[src/rtl/div_sequencer.sv]
// div_sequencer: multi-cycle control around a combinational signed divider with two-beat HI/LO writeback
module div_sequencer #(
  parameter int WIDTH         = 32,
  parameter int SETTLE_CYCLES = 1
) (
  input  logic               clk,
  input  logic               clr,
  input  logic               start,
  input  logic [WIDTH-1:0]   a_in,
  input  logic [WIDTH-1:0]   b_in,
  output logic [WIDTH-1:0]   div_a,
  output logic [WIDTH-1:0]   div_b,
  input  logic [2*WIDTH-1:0] div_z,
  output logic [WIDTH-1:0]   bus_out,
  output logic               lo_en,
  output logic               hi_en,
  output logic               busy,
  output logic               done,
  output logic               dz_err
);
  typedef enum logic [2:0] {IDLE, SETTLE, WR_LO, WR_HI, DONE} state_t;
  localparam logic [3:0] CNT_INIT = 4'(SETTLE_CYCLES - 1);
  state_t             r_state;
  logic [3:0]         r_cnt;
  logic               r_dz;
  logic [WIDTH-1:0]   r_div_a, r_div_b;
  logic [2*WIDTH-1:0] r_res;
  always_ff @(posedge clk) begin
    if (clr) begin
      r_state <= IDLE;
      r_cnt   <= '0;
      r_dz    <= 1'b0;
      r_div_a <= '0;
      r_div_b <= '0;
      r_res   <= '0;
    end else begin
      case (r_state)
        IDLE: if (start) begin
          r_div_a <= a_in;
          r_div_b <= b_in;
          r_dz    <= (b_in == '0);
          r_cnt   <= CNT_INIT;
          r_state <= SETTLE;
        end
        SETTLE: if (r_cnt == '0) begin
          r_res   <= div_z;
          r_state <= r_dz ? DONE : WR_LO;
        end else r_cnt <= r_cnt - 4'd1;
        WR_LO:   r_state <= WR_HI;
        WR_HI:   r_state <= DONE;
        default: r_state <= IDLE;
      endcase
    end
  end
  // every output is a pure decode of registered state/data, so start never reaches an output combinationally
  always_comb begin
    busy    = r_state != IDLE;
    lo_en   = r_state == WR_LO;
    hi_en   = r_state == WR_HI;
    done    = r_state == DONE;
    dz_err  = (r_state == DONE) && r_dz;
    bus_out = (r_state == WR_LO) ? r_res[WIDTH-1:0] : (r_state == WR_HI) ? r_res[2*WIDTH-1:WIDTH] : '0;
    div_a   = r_div_a;
    div_b   = r_div_b;
  end
endmodule

[config.mk]
export PLATFORM = sky130hd
export DESIGN_NAME = div_sequencer
export DESIGN_NICKNAME = d
export VERILOG_FILES = /design/src/rtl/div_sequencer.sv
export SDC_FILE = /design/constraint.sdc
export NUM_CORES = 1
export LEC_CHECK = 0
export BUFFER_PORTS_ARGS = -buffer_cell sky130_fd_sc_hd__buf_2
export CAP_MARGIN = 20
export CORE_UTILIZATION = 48
export DETAILED_ROUTE_END_ITERATION = 8
export PLACE_DENSITY = 0.88
export REMOVE_ABC_BUFFERS = 1
export SKIP_CTS_REPAIR_TIMING = 1
export SYNTH_ARGS = -nofsm -noshare
export SYNTH_HDL_FRONTEND = slang
export SYNTH_SLANG_ARGS = --single-unit
[constraint.sdc]
create_clock -name clk -period 2.4 [get_ports clk]
set_input_delay 0.48 -clock clk [delete_from_list [all_inputs] [get_ports clk]]
set_output_delay 0.48 -clock clk [all_outputs]
set_load 0.01 [all_outputs]
==> results of run 1 <==
==> metal layers <==
layer  up-vias  share of wire  track usage
li1       2631              -            -
met1      2416           0.41        0.278
met2       213           0.50        0.432
met3        21          0.079       0.0741
met4         0          0.014       0.0969
met5         -              0            0
==> through the flow <==
step	power [uW]	std cells	cell area, um2
after global routing	6150	1027	7330
after global placement	3550	997	6800
after floorplan	3090	609	5270
after CTS	5910	1026	7330
after detailed placement	3570	997	6800
final	5870	1027	7330
==> worst min-delay path: cells and delay by family <==
kind	cells	cell delay, ns
buffers and inverters	1	0.10
AND/OR/NAND/NOR	1	0.05
AO/OA/AOI/OAI	1	0.04
==> flip-flops by register name, indices dropped and copies added, names as in the netlist <==
register	flops
div_a	32
div_b	32
r_cnt	4
r_dz	1
r_res	64
r_state	3
==> power groups by stage <==
stage | combinational (uW) | clock, uW | sequential (uW)
CTS | 988 | 2380 | 2540
finish | 981 | 2340 | 2540
global placement | 967 | 0 | 2580
detailed placement | 984 | 0 | 2590
floorplan | 482 | 0 | 2610
global route | 1080 | 2510 | 2560
==> cells in the final DEF, fill, tap and decap left out, types with 4 or more instances in the layout <==
cell type	instances
buf_12	5
nand2_2	31
clkbuf_16	17
a21oi_1	74
a22o_1	32
nand2_1	227
nor2_1	6
buf_4	9
nor4_1	8
buf_2	230
clkbuf_8	6
inv_1	4
a21oi_2	60
nor3_1	6
dfxtp_1	135
==> area by class of cell <==
cell class,instances,area (um2),area share
clock inverter,3,15.0,0.00205
tap,143,179,0.0244
antenna,1,2.50,0.000341
inverter,4,15.0,0.00205
timing repair buffer,245,1330,0.181
clock buffer,26,519,0.0708
multi-input combinational,469,2550,0.348
sequential,136,2720,0.371
==> worst paths after layout <==
check,start,end,depth (start not counted)
max,r_state[1],bus_out[11],4
min,div_z[27],r_res[27],3
max reg2reg,r_state[2],r_res[30],5
min reg2reg,div_a[10],div_a[10],2
==> cell families (layout without fill, tap and decap cells) <==
family,after synthesis,count (layout),synth area share
buffers and inverters,57,278,0.0694
AO/OA/AOI/OAI,172,172,0.216
flip-flops,136,136,0.482
AND/OR/NAND/NOR,295,295,0.228
adder cells (fa/ha/maj),2,2,0.00443
other,0,1,0
==> out/results.ini, run 1 <==
[drt]
drtAntennaViolNets=0
wirelength_mm=14.8
via_count=5281
drtPass1Iterations=5
wire_per_inst_um=14.4
dr.first_iter.drc_count=359
viasPerCell=5.14
drc=0

[sta]
period_needed_ns=2.30
rsz0062_at_grt=false
max_freq_ghz=0.434
layout_setup_ws_ns=0.0955
holdWs_ns=0.305
fin_crit_sh=0.960
finalHoldViolCount=0
setup_viol=0
tightestPinTransition_ns=0.660
finalMaxSlewViolations=0
slew_headroom=0.560
clock_skew_ns=0.00434
tns_ns=0

[synth]
synthesis.area_um2=5640
synthFlopType=dfxtp_1
yosysTopAreaCell=dfxtp_1
syn_inst=662
synth_edf_count=0
syn_avg_cell_area_um2=8.53
ys_ff_latch=136
yosys-top-cells-count=228 x nand2_1, 136 x dfxtp_1, 74 x a21oi_1
ys_top_cells_by_area=dfxtp_1 48%, nand2_1 15%, a21oi_2 9.3%
ys_warn_count=0
yosysSeqAreaShare=0.482
synth_top_area_share=0.482
ys_async_sr_fraction=0
yosys.cell_count.top_type=nand2_1
yosysUniqueCellTypes=31

[power_and_ir_drop]
cellInternalPower_uw=4300
switchingPower_uw=1570
combPwrFrac=0.167
power_leakage_uw=0.00318
p_per_area_nw_per_um2=800
swShare=0.268
ir_drop_mv=0.529
clkPwrFrac=0.399
pwr-share-seq=0.433

[run_status]
outcome=finished, final reports clean

[critical_path]
max_stage_delay_ns=0.51
cp_num_buf_inv=2
worstSetupPathType=flop to primary output
crit_path_end_kind=primary output
path_cells=nor3b_4, buf_12, a22o_1, buf_2
cp_data_required_time_ns=1.92
cp-start-kind=flop
critPathMaxFanout=33
crit_arrival_ns=1.82
ff2ff_setup_slack_ns=0.35
critPathTopFamily=flip-flops
cp_slowest_cell=dfxtp_1

[cells_and_area]
nets=1006
fin_util=0.642
fillerInstances=943
drive_gt1_frac=0.418
syn_to_final_growth_pct=29.9

[global_routing]
grt_pass1_vias=4980
grt_max_degree=74
grt_usage=0.246
grt_pass1_wl_mm=24.1
grt.overflow.total=0
antenna_found_initial=1

[floorplan]
dieArea_um2=12200
die_x_um=110
fp-row-count=39
die_y_um=110
start_util=0.494
core_area_um2=11400
ios=232

[clocking]
clock_path_buffers=2
tritoncts=built
cts-buffers-inserted=17
cts.clk_slew.worst_paths_ns=0.05
worstSkewPairLatency_ns=0.41
numClockSinks=136
root_buffer=clkbuf_16
htreeDepth=4

[place]
io_buffers=231
gp_congestion=0.883
dp_hpwl_mm=10.6
post-place-ws_ns=0.346

[hold_path]
hold_path.class=primary input to flop

[flow_run]
maxCapViolations=0

Power figures use the tool's default switching activity.
==> run 2: changes to the inputs <==
--- a/config.mk
+++ b/config.mk
@@ -7,9 +7,10 @@
 export LEC_CHECK = 0
 export BUFFER_PORTS_ARGS = -buffer_cell sky130_fd_sc_hd__buf_2
 export CAP_MARGIN = 20
-export CORE_UTILIZATION = 48
+export CORE_UTILIZATION = 50
+export CTS_BUF_LIST = sky130_fd_sc_hd__clkbuf_8
 export DETAILED_ROUTE_END_ITERATION = 8
-export PLACE_DENSITY = 0.88
+export PLACE_DENSITY = 0.91
 export REMOVE_ABC_BUFFERS = 1
 export SKIP_CTS_REPAIR_TIMING = 1
 export SYNTH_ARGS = -nofsm -noshare
==> run 2 against run 1 <==
Sequential power hardly changed. Sequential share of layout area grew 1.2 points. Core utilization increased by 0.79 points. Flip-flop and latch count did not move. Final cell count is 0.58% lower. Count of clock-buffer cells in the layout is 6 lower. Die area fell by 3.9%. Largest power group unchanged. Final area decreased by 3.1%. Combinational power down 2.0%. Register-to-register slack gained 0.14 ns. Worst setup slack gained 0.074 ns.
==> out/results.ini, run 2 (synthesis gave the netlist of run 1 again) <==
[global_routing]
grt.overflow.total=0
antenna_found_initial=0
grt_usage=0.247
grt_max_degree=66
grt_pass1_vias=4743
grt_pass1_wl_mm=22.3

[cells_and_area]
syn_to_final_growth_pct=26.0
antennaDiodeCount=0
regMostFlops=r_res
final_common_cell=buf_2
nets=1004
drive_gt1_frac=0.415
largest_register_ffs=64
final_cell_mix=230 x buf_2, 227 x nand2_1, 134 x dfxtp_1, 74 x a21oi_1, 60 x a21oi_2
fillerInstances=911

[floorplan]
dieArea_um2=11700
die_y_um=108
ios=232
fp-row-count=38
die_x_um=108
core_area_um2=10900
start_util=0.516

[sta]
tightestPinTransition_ns=0.597
setup_viol=0
period_needed_ns=2.23
finalMaxSlewViolations=0
clock_skew_ns=0.00984
fin_crit_sh=0.929
tns_ns=0
max_freq_ghz=0.448
slew_headroom=0.602
finalHoldViolCount=0
rsz0062_at_grt=false

[critical_path]
crit_arrival_ns=1.75
worstSetupPathType=flop to primary output
cp-start-kind=flop
cp_num_buf_inv=2
critPathTopFamily=flip-flops
max_stage_delay_ns=0.44
crit_path_end_kind=primary output
critPathMaxFanout=33
path_cells=nor3b_4, buf_6, a22o_1, buf_2
cp_data_required_time_ns=1.92
cp_slowest_cell=dfxtp_1

[clocking]
root_buffer=clkbuf_8
clock_path_buffers=2
cts-buffers-inserted=17
worstSkewPairLatency_ns=0.43
htreeDepth=4
numClockSinks=136
tritoncts=built
cts.clk_slew.worst_paths_ns=0.07

[flow_run]
maxCapViolations=0

[power_and_ir_drop]
p_per_area_nw_per_um2=725
power_uw=5150
ir_drop_mv=0.501
power_leakage_uw=0.00310

[drt]
drtPass1Iterations=4
drc=0
drtAntennaViolNets=0
via_count=5326
viasPerCell=5.22
wire_per_inst_um=14.3
dr.first_iter.drc_count=342
wirelength_mm=14.6

[place]
dp_hpwl_mm=10.3
gp_congestion=0.816
io_buffers=231

[run_status]
outcome=finished, final reports clean

[hold_path]
hold_path.class=primary input to flop

[run 2: metrics by stage]
step / util / hold slack [ns] / cells / area (um2) / setup WS (ns)
after floorplan: - / 0.430 / 609 / 5270 / -0.0663
after global placement: 0.619 / 0.439 / 992 / 6760 / 0.566
after detailed placement: 0.619 / 0.444 / 992 / 6760 / 0.505
after CTS: 0.650 / 0.244 / 1021 / 7100 / -0.00531
after global routing: 0.650 / 0.247 / 1021 / 7110 / 0.0351
final: 0.650 / 0.283 / 1021 / 7110 / 0.169
[run 2: final cells by class]
type	count	area (um2)	share of cell area
Timing Repair Buffer	243	1310	0.184
Inverter	4	15.0	0.00211
Multi-Input combinational cell	469	2550	0.358
Clock buffer	20	275	0.0387
Tap cell	140	175	0.0246
Sequential cell	136	2730	0.383
Clock inverter	9	63.8	0.00898
[run 2: worst paths after layout]
path | from | endpoint | slack [ns] | cells past startpoint
worst max-delay path | r_state[2] | bus_out[22] | 0.17 | 4
worst min-delay path | div_z[11] | r_res[11] | 0.28 | 3
worst max register to register | r_cnt[0] | r_res[21] | 0.49 | 7
worst min register to register | div_a[6] | div_a[6] | 0.45 | 2
[run 2: worst register-to-register path: cells and delay by family (launching register included)]
kind	cells	cell delay, ns
adders and majority gates	1	0.14
buffers and inverters	2	0.41
and+or+nand+nor	3	0.84
DFF	1	0.33
AOI/OAI and AO/OA	1	0.12
[run 2: where the power goes]
| part | total (uW) | leakage (uW) | switching (uW) | internal, uW |
|---|---|---|---|---|
| clock | 1640 | 0.000196 | 783 | 859 |
| sequential | 2550 | 0.00111 | 108 | 2440 |
| combinational | 961 | 0.00179 | 581 | 379 |
| total | 5150 | 0.00310 | 1470 | 3680 |
[run 2: routing by layer]
metal | vias to the layer above | global-route usage | share of wire
met5 | - | 0 | 0
met4 | 0 | 0.142 | 0.033
met3 | 31 | 0.0826 | 0.083
met2 | 226 | 0.415 | 0.48
met1 | 2456 | 0.273 | 0.40
li1 | 2613 | - | -
==> run 3: changes to the inputs <==
--- a/config.mk
+++ b/config.mk
@@ -7,10 +7,10 @@
 export LEC_CHECK = 0
 export BUFFER_PORTS_ARGS = -buffer_cell sky130_fd_sc_hd__buf_2
 export CAP_MARGIN = 20
-export CORE_UTILIZATION = 50
+export CORE_UTILIZATION = 45
 export CTS_BUF_LIST = sky130_fd_sc_hd__clkbuf_8
 export DETAILED_ROUTE_END_ITERATION = 8
-export PLACE_DENSITY = 0.91
+export PLACE_DENSITY = 0.83
 export REMOVE_ABC_BUFFERS = 1
 export SKIP_CTS_REPAIR_TIMING = 1
 export SYNTH_ARGS = -nofsm -noshare
==> run 3 against run 2 <==
Via count down 0.88%. Core utilization down 4.6 points. Hold slack worse by 0.0058 ns. Critical path depth rose by 2. Clock power up 17%. Sequential power barely moved. First-iteration DRC count down 2.3%. Critical path type unchanged. Worst setup slack worse by 0.056 ns.
==> out/results.ini, run 3 (synthesis gave the netlist of run 1 again) <==
[run_status]
outcome=finished, final reports clean

[global_routing]
grt_pass1_vias=4820
antenna_found_initial=0
grt_max_degree=68
grt_pass1_wl_mm=22.6
grt.overflow.total=0
grt_usage=0.221

[critical_path]
worstSetupPathType=flop to primary output
crit_arrival_ns=1.81
ff2ff_setup_slack_ns=0.45
worstReg2RegStart=r_cnt[0]
cp_data_required_time_ns=1.92
crit_path_end_kind=primary output
critPathMaxFanout=9
r2r_cells=7
cp-start-kind=flop
r2r-end=r_cnt[1]

[drt]
viasPerCell=5.00
drtPass1Iterations=5
wirelength_mm=14.6
drc=0
via_count=5279
wire_per_inst_um=13.8
drtAntennaViolNets=0
dr.first_iter.drc_count=334

[sta]
slew_headroom=0.704
clock_skew_ns=0.00873
setup_viol=0
finalMaxSlewViolations=0
fin_crit_sh=0.953
finalHoldViolCount=0
rsz0062_at_grt=false
tightestPinTransition_ns=0.440
max_freq_ghz=0.437
period_needed_ns=2.29

[floorplan]
ios=232
die_x_um=114
dieArea_um2=13000
start_util=0.466
core_area_um2=12100
fp-row-count=40
die_y_um=114

[flow_run]
maxCapViolations=0

[clocking]
tritoncts=built
cts-buffers-inserted=17
root_buffer=clkbuf_8
cts.clk_slew.worst_paths_ns=0.07
worstSkewPairLatency_ns=0.43
htreeDepth=4
clock_path_buffers=2
numClockSinks=136

[place]
placedInstanceArea_um2=6830
io_buffers=231
dp_hpwl_mm=9.83
gp_congestion=0.799

[hold_path]
hold_end=r_res[12]
min_delay_path_depth=3
hold_path.class=primary input to flop
holdCritStartpoint=div_z[12]

[power_and_ir_drop]
combPwrFrac=0.182
cellInternalPower_uw=3930
pwr-share-seq=0.466
switchingPower_uw=1510
ir_drop_mv=0.494
power_leakage_uw=0.00317
p_per_area_nw_per_um2=744
clkPwrFrac=0.352
power_uw=5450
swShare=0.278

[cells_and_area]
antennaDiodeCount=0
stdcell_area_um2=7320
syn_to_final_growth_pct=29.6
final_cell_mix=230 x buf_2, 227 x nand2_1, 134 x dfxtp_1, 74 x a21oi_1, 60 x a21oi_2
regMostFlops=r_res
final_common_cell=buf_2
nets=1008
drive_gt1_frac=0.421
largest_register_ffs=64

## run 3: area by class of cell
cell class,instances,area (um2)
well taps,168,210
multi-input cells,469,2550
inverters,4,15.0
fillers,1097,4800
clock buffers,20,275
repair buffers,247,1410
flip-flops and latches,136,2730
clock inverters,12,134
## run 3: stage by stage
step	TNS, ns	hold slack, ns	setup WS, ns	utilization	cells
final	0	0.277	0.114	0.604	1056
after global routing	0	0.242	0.0160	0.604	1056
after CTS	-0.106	0.240	-0.0416	0.598	1053
after detailed placement	0	0.444	0.446	0.564	1021
after global placement	0	0.439	0.452	0.564	1021
after floorplan	-2.12	0.430	-0.0663	-	609
## run 3: layer usage
| metal | part of all wire | global-route usage |
|---|---|---|
| met3 | 0.091 | 0.0792 |
| met2 | 0.48 | 0.376 |
| met1 | 0.42 | 0.251 |
| met5 | 0 | 0 |
| met4 | 0.016 | 0.0883 |
## run 3: worst max path at each step
stage | end | start
final | bus_out[12] | r_state[0]
after global placement | bus_out[12] | r_state[1]
after detailed placement | r_res[59] | r_state[0]
after floorplan | bus_out[0] | r_state[0]
after CTS | bus_out[12] | r_state[1]
after global routing | bus_out[5] | r_state[0]
## run 3: power by group through the flow
stage,clock network (uW),registers (uW),logic [uW]
3_5_place_dp,0,2590,981
5_1_grt,2080,2560,1090
3_3_place_gp,0,2580,966
4_1_cts,1970,2540,984
6_report,1920,2540,991
2_1_floorplan,0,2610,482
## run 3: worst max-delay path, stage by stage, from the launching register on
cell and delay [ns]:
dfxtp_4 0.39, inv_1 0.13, nor3b_4 0.25, buf_12 0.15, buf_12 0.13, a22o_1 0.17
buf_2 0.15
